--- src/rtl/buffer_64_to_512_arbiter.sv ---
// ----------------------------------------------------------------------------
// buffer_64_to_512_arbiter
//
// Shares one 64-to-512 width-converting buffer between N independent 64-bit
// message streams. A grant is held for whole 512-bit lines (8 beats), so every
// line in the buffer belongs to exactly one requester. A message tail that
// ends mid-line is zero-padded up to the line boundary. A per-line owner tag
// is emitted for the downstream line consumer.
//
// Ports:
//   clk           clock
//   rst           synchronous reset, active-high
//   clr           synchronous soft clear, same effect as rst (shared with buffer)
//   req_valid     [N]      per-requester beat valid
//   req_data      [N*64]   per-requester beat, requester i at [i*64 +: 64]
//   req_last      [N]      beat is the last of its message
//   req_ready     [N]      beat accepted this cycle (combinational)
//   buf_data      [64]     beat to buffer write port (zero while padding)
//   buf_wr_en     1        buffer write strobe
//   buf_afull     1        buffer cannot take another beat
//   grant_id      [GW]     currently granted requester
//   busy          1        high in STREAM or PAD
//   line_done     1        one-cycle pulse, a 512-bit line has been completed
//   line_owner    [GW]     requester owning the completed line
//   line_last     1        completed line contains the end of a message
//   line_pad_cnt  [3]      number of zero beats padded into the completed line
//   state_dbg     [2]      FSM state (0=IDLE, 1=STREAM, 2=PAD)
//
// Handshake: a beat moves on a requester port in a cycle where both
// req_valid[i] and req_ready[i] are high at the rising clock edge; the
// buffer side has no back-pressure other than buf_afull, and buf_wr_en is
// only ever raised while buf_afull is low.
// ----------------------------------------------------------------------------
module buffer_64_to_512_arbiter #(
  parameter int N         = 4,
  parameter int MAX_LINES = 4,
  localparam int GW       = (N > 1) ? $clog2(N) : 1
) (
  input  logic            clk,
  input  logic            rst,
  input  logic            clr,
  input  logic [N-1:0]    req_valid,
  input  logic [N*64-1:0] req_data,
  input  logic [N-1:0]    req_last,
  output logic [N-1:0]    req_ready,
  output logic [63:0]     buf_data,
  output logic            buf_wr_en,
  input  logic            buf_afull,
  output logic [GW-1:0]   grant_id,
  output logic            busy,
  output logic            line_done,
  output logic [GW-1:0]   line_owner,
  output logic            line_last,
  output logic [2:0]      line_pad_cnt,
  output logic [1:0]      state_dbg
);

  localparam logic [1:0] S_IDLE   = 2'd0;
  localparam logic [1:0] S_STREAM = 2'd1;
  localparam logic [1:0] S_PAD    = 2'd2;

  logic [1:0]    state;
  logic [2:0]    beat_cnt;
  logic [7:0]    line_cnt;
  logic [GW-1:0] rr_ptr;
  logic [2:0]    pad_cnt_q;

  logic          accept;
  logic          pad_wr;
  logic          found;
  logic [GW-1:0] next_grant;
  logic [GW-1:0] cand;

  // --------------------------------------------------------------------------
  // Round-robin search: start one past the last owner so the previous owner
  // is considered last.
  // --------------------------------------------------------------------------
  always_comb begin
    found      = 1'b0;
    next_grant = '0;
    cand       = '0;
    for (int k = 0; k < N; k++) begin
      cand = GW'((int'(rr_ptr) + 1 + k) % N);
      if (!found && req_valid[cand]) begin
        found      = 1'b1;
        next_grant = cand;
      end
    end
  end

  // --------------------------------------------------------------------------
  // Datapath and handshake (combinational on buf_afull)
  // --------------------------------------------------------------------------
  always_comb begin
    accept    = (state == S_STREAM) && req_valid[grant_id] && !buf_afull;
    pad_wr    = (state == S_PAD) && !buf_afull;
    buf_wr_en = accept || pad_wr;
    buf_data  = accept ? req_data[int'(grant_id)*64 +: 64] : 64'd0;
    req_ready = '0;
    if (state == S_STREAM && !buf_afull) begin
      req_ready[grant_id] = 1'b1;
    end
  end

  assign busy      = (state != S_IDLE);
  assign state_dbg = state;

  // --------------------------------------------------------------------------
  // FSM, counters and registered line report
  // --------------------------------------------------------------------------
  always_ff @(posedge clk) begin
    if (rst || clr) begin
      state        <= S_IDLE;
      beat_cnt     <= 3'd0;
      line_cnt     <= 8'd0;
      rr_ptr       <= GW'(N - 1);
      grant_id     <= '0;
      pad_cnt_q    <= 3'd0;
      line_done    <= 1'b0;
      line_owner   <= '0;
      line_last    <= 1'b0;
      line_pad_cnt <= 3'd0;
    end else begin
      line_done <= 1'b0;
      case (state)
        S_IDLE: begin
          line_cnt <= 8'd0;
          beat_cnt <= 3'd0;
          if (found) begin
            grant_id <= next_grant;
            rr_ptr   <= next_grant;
            state    <= S_STREAM;
          end
        end

        S_STREAM: begin
          if (accept) begin
            beat_cnt <= beat_cnt + 3'd1;
            if (req_last[grant_id]) begin
              if (beat_cnt == 3'd7) begin
                line_done    <= 1'b1;
                line_owner   <= grant_id;
                line_last    <= 1'b1;
                line_pad_cnt <= 3'd0;
                line_cnt     <= 8'd0;
                state        <= S_IDLE;
              end else begin
                // Remaining beats of this line become zero padding.
                pad_cnt_q <= 3'd7 - beat_cnt;
                state     <= S_PAD;
              end
            end else if (beat_cnt == 3'd7) begin
              line_done    <= 1'b1;
              line_owner   <= grant_id;
              line_last    <= 1'b0;
              line_pad_cnt <= 3'd0;
              // Forced rotation after MAX_LINES full lines in one grant.
              if (line_cnt == 8'(MAX_LINES - 1)) begin
                line_cnt <= 8'd0;
                state    <= S_IDLE;
              end else begin
                line_cnt <= line_cnt + 8'd1;
              end
            end
          end
        end

        S_PAD: begin
          if (pad_wr) begin
            beat_cnt <= beat_cnt + 3'd1;
            if (beat_cnt == 3'd7) begin
              line_done    <= 1'b1;
              line_owner   <= grant_id;
              line_last    <= 1'b1;
              line_pad_cnt <= pad_cnt_q;
              line_cnt     <= 8'd0;
              state        <= S_IDLE;
            end
          end
        end

        default: begin
          state <= S_IDLE;
        end
      endcase
    end
  end

endmodule

--- config.mk ---
export PLATFORM = sky130hd
export DESIGN_NAME = buffer_64_to_512_arbiter
export DESIGN_NICKNAME = d
export VERILOG_FILES = /design/src/rtl/buffer_64_to_512_arbiter.sv
export SDC_FILE = /design/constraint.sdc
export NUM_CORES = 1
export LEC_CHECK = 0
export BUFFER_PORTS_ARGS = -buffer_cell sky130_fd_sc_hd__buf_2
export CELL_PAD_IN_SITES_DETAIL_PLACEMENT = 1
export CELL_PAD_IN_SITES_GLOBAL_PLACEMENT = 1
export CORE_AREA = 2 2 137 139
export CTS_CLUSTER_SIZE = 16
export DETAILED_ROUTE_END_ITERATION = 10
export DIE_AREA = 0 0 139 141
export PLACE_DENSITY_LB_ADDON = 0.1
export SLEW_MARGIN = 20
export SYNTH_ARGS = -nofsm -noshare
export SYNTH_HDL_FRONTEND = slang
export SYNTH_SLANG_ARGS = --single-unit
--- constraint.sdc ---
create_clock -name clk -period 1.9 [get_ports clk]
set_clock_uncertainty 0.05 [all_clocks]
set_input_delay 0.285 -clock clk [delete_from_list [all_inputs] [get_ports clk]]
set_output_delay 0.285 -clock clk [all_outputs]
set_load 0.01 [all_outputs]
==> qor.txt <==
=================================================================================================================
Number of failing hold endpoints at the final stage ................................................            0
Seq cells post-synth ...............................................................................           27
Fraction of the yosys area taken by sequential cells ...............................................        15.6%
Most area-consuming cells after synthesis .......................................................... mux4_2 (43%), dfxtp_1 (16%), and3_1 (13%), clkbuf_1 (3.0%), a21oi_1 (2.9%)
Endpoint of the most critical register-to-register path ............................................  beat_cnt[1]
Aggregate global-route resource usage ..............................................................        20.9%
Inserted Clock Buffers .............................................................................            3
Worst hold path depth ..............................................................................            4
Antenna violations before repair ...................................................................           12
1st-pass router iterations .........................................................................            4
Hold WC Path Type ..................................................................................    in -> reg
Maximum number of buffers from clock root to sink ..................................................            2
Post-route minimum period ..........................................................................      2.17 ns
CTS tree ...........................................................................................         done
Die Y ..............................................................................................       141 µm
EDFF count, synth ..................................................................................            0
Worst ir drop on vdd ...............................................................................     0.313 mV
Hold endpoint ......................................................................................    rr_ptr[0]
Share of the cycle needed by the critical path after routing .......................................         114%
Aggregate routed wire length .......................................................................      21.9 mm
Critical path launch point .........................................................................  grant_id[0]
Net count after synthesis ..........................................................................          620
I/O Pins ...........................................................................................          349
Yosys top cell area share ..........................................................................        42.9%
Final standard cell count with taps included and fillers excluded ..................................          985
Antenna Nets Post-Route ............................................................................            0
Total gr overflow ..................................................................................            0
Slew @ Worst Pin ...................................................................................     0.393 ns
Pins Over Slew Limit ...............................................................................            0
Leakage power figure ...............................................................................      3.31 nW
Required @ worst endpoint ..........................................................................      1.56 ns
Most area-hungry cell type in the Yosys netlist ....................................................       mux4_2
Count of mapped cells out of synthesis .............................................................          345
FP Rows ............................................................................................           50
Weighted congestion reported at the end of routability-driven placement ............................        0.921
Final HPWL from detailed placement .................................................................      18.4 mm
Result of the run .................................................................................. finished, violations left
Total DRC errors in the routed layout ..............................................................            0
Most instantiated library cell after synthesis .....................................................       and3_1
Post-detailed-route wirelength per cell ............................................................      22.3 µm
Critical Path Start Type ...........................................................................     register
Largest net degree at the start of global routing ..................................................           63
Setup-violating endpoint count in the final report .................................................           84
Wire length of the first global-routing pass .......................................................      31.1 mm
Clock input transition at the sequential cells of the worst setup and hold paths ...................      0.07 ns
Failing checks ..................................................................................... setup timing
DRC marker count from the first detailed-route iteration ...........................................          177
Post-CTS Hold Buffers ..............................................................................            0
Post-route core utilization ........................................................................        38.1%
Maximum capacitance violations .....................................................................            0
Area fraction in compound gates after synthesis ....................................................        8.09%
Number of global-route vias before repair ..........................................................         4915
Source-to-sink clock delay at the later pin of the worst-skew pair .................................      0.27 ns
Summed instance area of the synthesized netlist ....................................................     3460 µm²
Combinational family with the most area after synthesis ............................................ multiplexers
Count of different cell masters after synthesis ....................................................           44
Share of synthesized cell area in and, or, nand and nor gates ......................................        23.7%
Top cell types by occurrence after synthesis ....................................................... and3_1 (71), mux4_2 (66), clkbuf_1 (28)
Share of async-settable or async-resettable flops after synthesis ..................................           0%
Ratio of cells with drive above 1 in the final layout ..............................................        78.5%
Syn-to-layout area delta ...........................................................................         101%
Die extent in x ....................................................................................       139 µm
Final worst slack ..................................................................................    -0.274 ns
Worst slack at placement ...........................................................................    -0.146 ns
# H-tree levels ....................................................................................            1
Primary FF master, synth ...........................................................................      dfxtp_1
Net count of the finished layout ...................................................................         1015
Initial core utilization ...........................................................................        19.0%
Arithmetic-cell share of the synthesized area counting full adders, half adders and majority gates .        2.53%
Number of placed cells counting well taps ..........................................................          948
Yosys warning total ................................................................................            0
Total vias in the final route ......................................................................         4775
Synthesized area per cell ..........................................................................     10.0 µm²
Depth of the worst register-to-register path .......................................................            9
Floorplan die area .................................................................................    19600 µm²
Category of the most critical setup path ...........................................................   reg -> out
Post-synthesis mux area share ......................................................................        45.0%
Max FO, Critical Path ..............................................................................            7
Startpoint of the worst-slack reg-to-reg timing path ...............................................  grant_id[0]
Power per cell area ................................................................................   348 nW/µm²
Clock Sinks ........................................................................................           27
Slew margin rel. ...................................................................................        73.6%
Arrival time worst endpoint ........................................................................      1.84 ns
RSZ-0062 raised after global routing ...............................................................          yes
Top achievable clock speed .........................................................................      460 MHz
CTS root buf .......................................................................................    clkbuf_16
Number of port buffers .............................................................................          348
Min-delay src ......................................................................................          rst
Core area ..........................................................................................    18300 µm²
Vias per cell ......................................................................................         4.85
Synthesized-area fraction occupied by xor and xnor cells ...........................................           0%
Reg2Reg Setup Slack ................................................................................     -0.27 ns
Endpoint kind of the worst setup timing path .......................................................   output pin
=================================================================================================================
report_power, final:
part | internal [mW] | total [mW] | switching, mW
registers | 0.575 | 0.591 | 0.0159
logic | 0.773 | 1.31 | 0.541
clock network | 0.292 | 0.514 | 0.222
timing repair:
action | in CTS | in global routing
buffers inserted | 15 | 4
gates resized for setup | 66 | 62
gates cloned | 2 | 0
pin swaps | 10 | 23
setup endpoints to repair | 86 | 87
metrics by stage:
stage	hold WS, ns	power [mW]	instance area [µm²]	setup TNS, ns
5_1_grt	0.414	2.54	6950	-24.63
3_3_place_gp	0.402	1.71	6040	-3.32
6_report	0.397	2.42	6960	-18.14
2_1_floorplan	0.397	1.17	3670	-0.340
4_1_cts	0.400	2.38	6580	-20.08
3_5_place_dp	0.403	1.74	6040	-4.08
state kept, by name (all words and copies together), names as in the netlist:
register      cells
beat_cnt          3
grant_id          2
line_cnt          8
line_done         1
line_last         1
line_owner        2
line_pad_cnt      3
pad_cnt_q         3
rr_ptr            2
state_dbg         2
final cells by class:
| class | instances | area [µm²] |
|---|---|---|
| Timing Repair Buffer | 424 | 2800 |
| Inverter | 10 | 37.5 |
| Multi-Input combinational cell | 274 | 3160 |
| Tap cell | 234 | 293 |
| Antenna cell | 12 | 30.0 |
| Sequential cell | 27 | 556 |
| Fill cell | 2140 | 11300 |
| Clock buffer | 3 | 75.1 |
| Clock inverter | 1 | 8.76 |
critical path, cell delays in order, from the launching register on:
cell and delay [ns]:
dfxtp_4 0.42, buf_12 0.17, buf_8 0.14, mux4_2 0.49, and3_1 0.20, buf_2 0.14
kinds of logic after synthesis:
logic type	count (synthesis)
muxes	73
and+or+nand+nor	148
buffers and inverters	44
DFF	27
AOI/OAI and AO/OA	46
adders and majority gates	7
layer usage:
layer  global-route usage [%]  vias to the layer above  share of wire, %
li1                         -                     2177                 -
met1                     25.0                     2399                39
met2                     37.1                      175                53
met3                     4.55                       24               6.1
met4                     7.23                        0               2.1
met5                        0                        -                 0
cell usage in the layout, fill, tap and decap left out, types with 3 or more instances in the layout:
cell type	n
dfxtp_4	3
a21oi_1	15
buf_8	5
buf_4	47
nor2_2	3
nand2b_1	4
dfxtp_2	3
nand3_1	10
buf_6	44
ha_1	5
nor2_1	22
inv_1	9
buf_12	12
mux2i_1	6
diode_2	12
and3_4	43
dfxtp_1	21
mux4_2	66
and3_1	28
o21ai_0	4
buf_2	314
nor3_2	3
a21oi_2	3
nand2_1	15
o21ai_1	3
clkbuf_16	3
how the worst max path moves through the flow:
stage                              to  slack [ns]  cells past startpoint
after floorplan           line_cnt[0]       -0.09                      7
after global routing      beat_cnt[2]       -0.37                      9
after global placement    line_cnt[3]       -0.20                      6
final                     buf_data[2]       -0.27                      5
after CTS                 buf_data[5]       -0.31                      4
after detailed placement  line_cnt[4]       -0.15                      6
(Power assumes the default switching activity.)
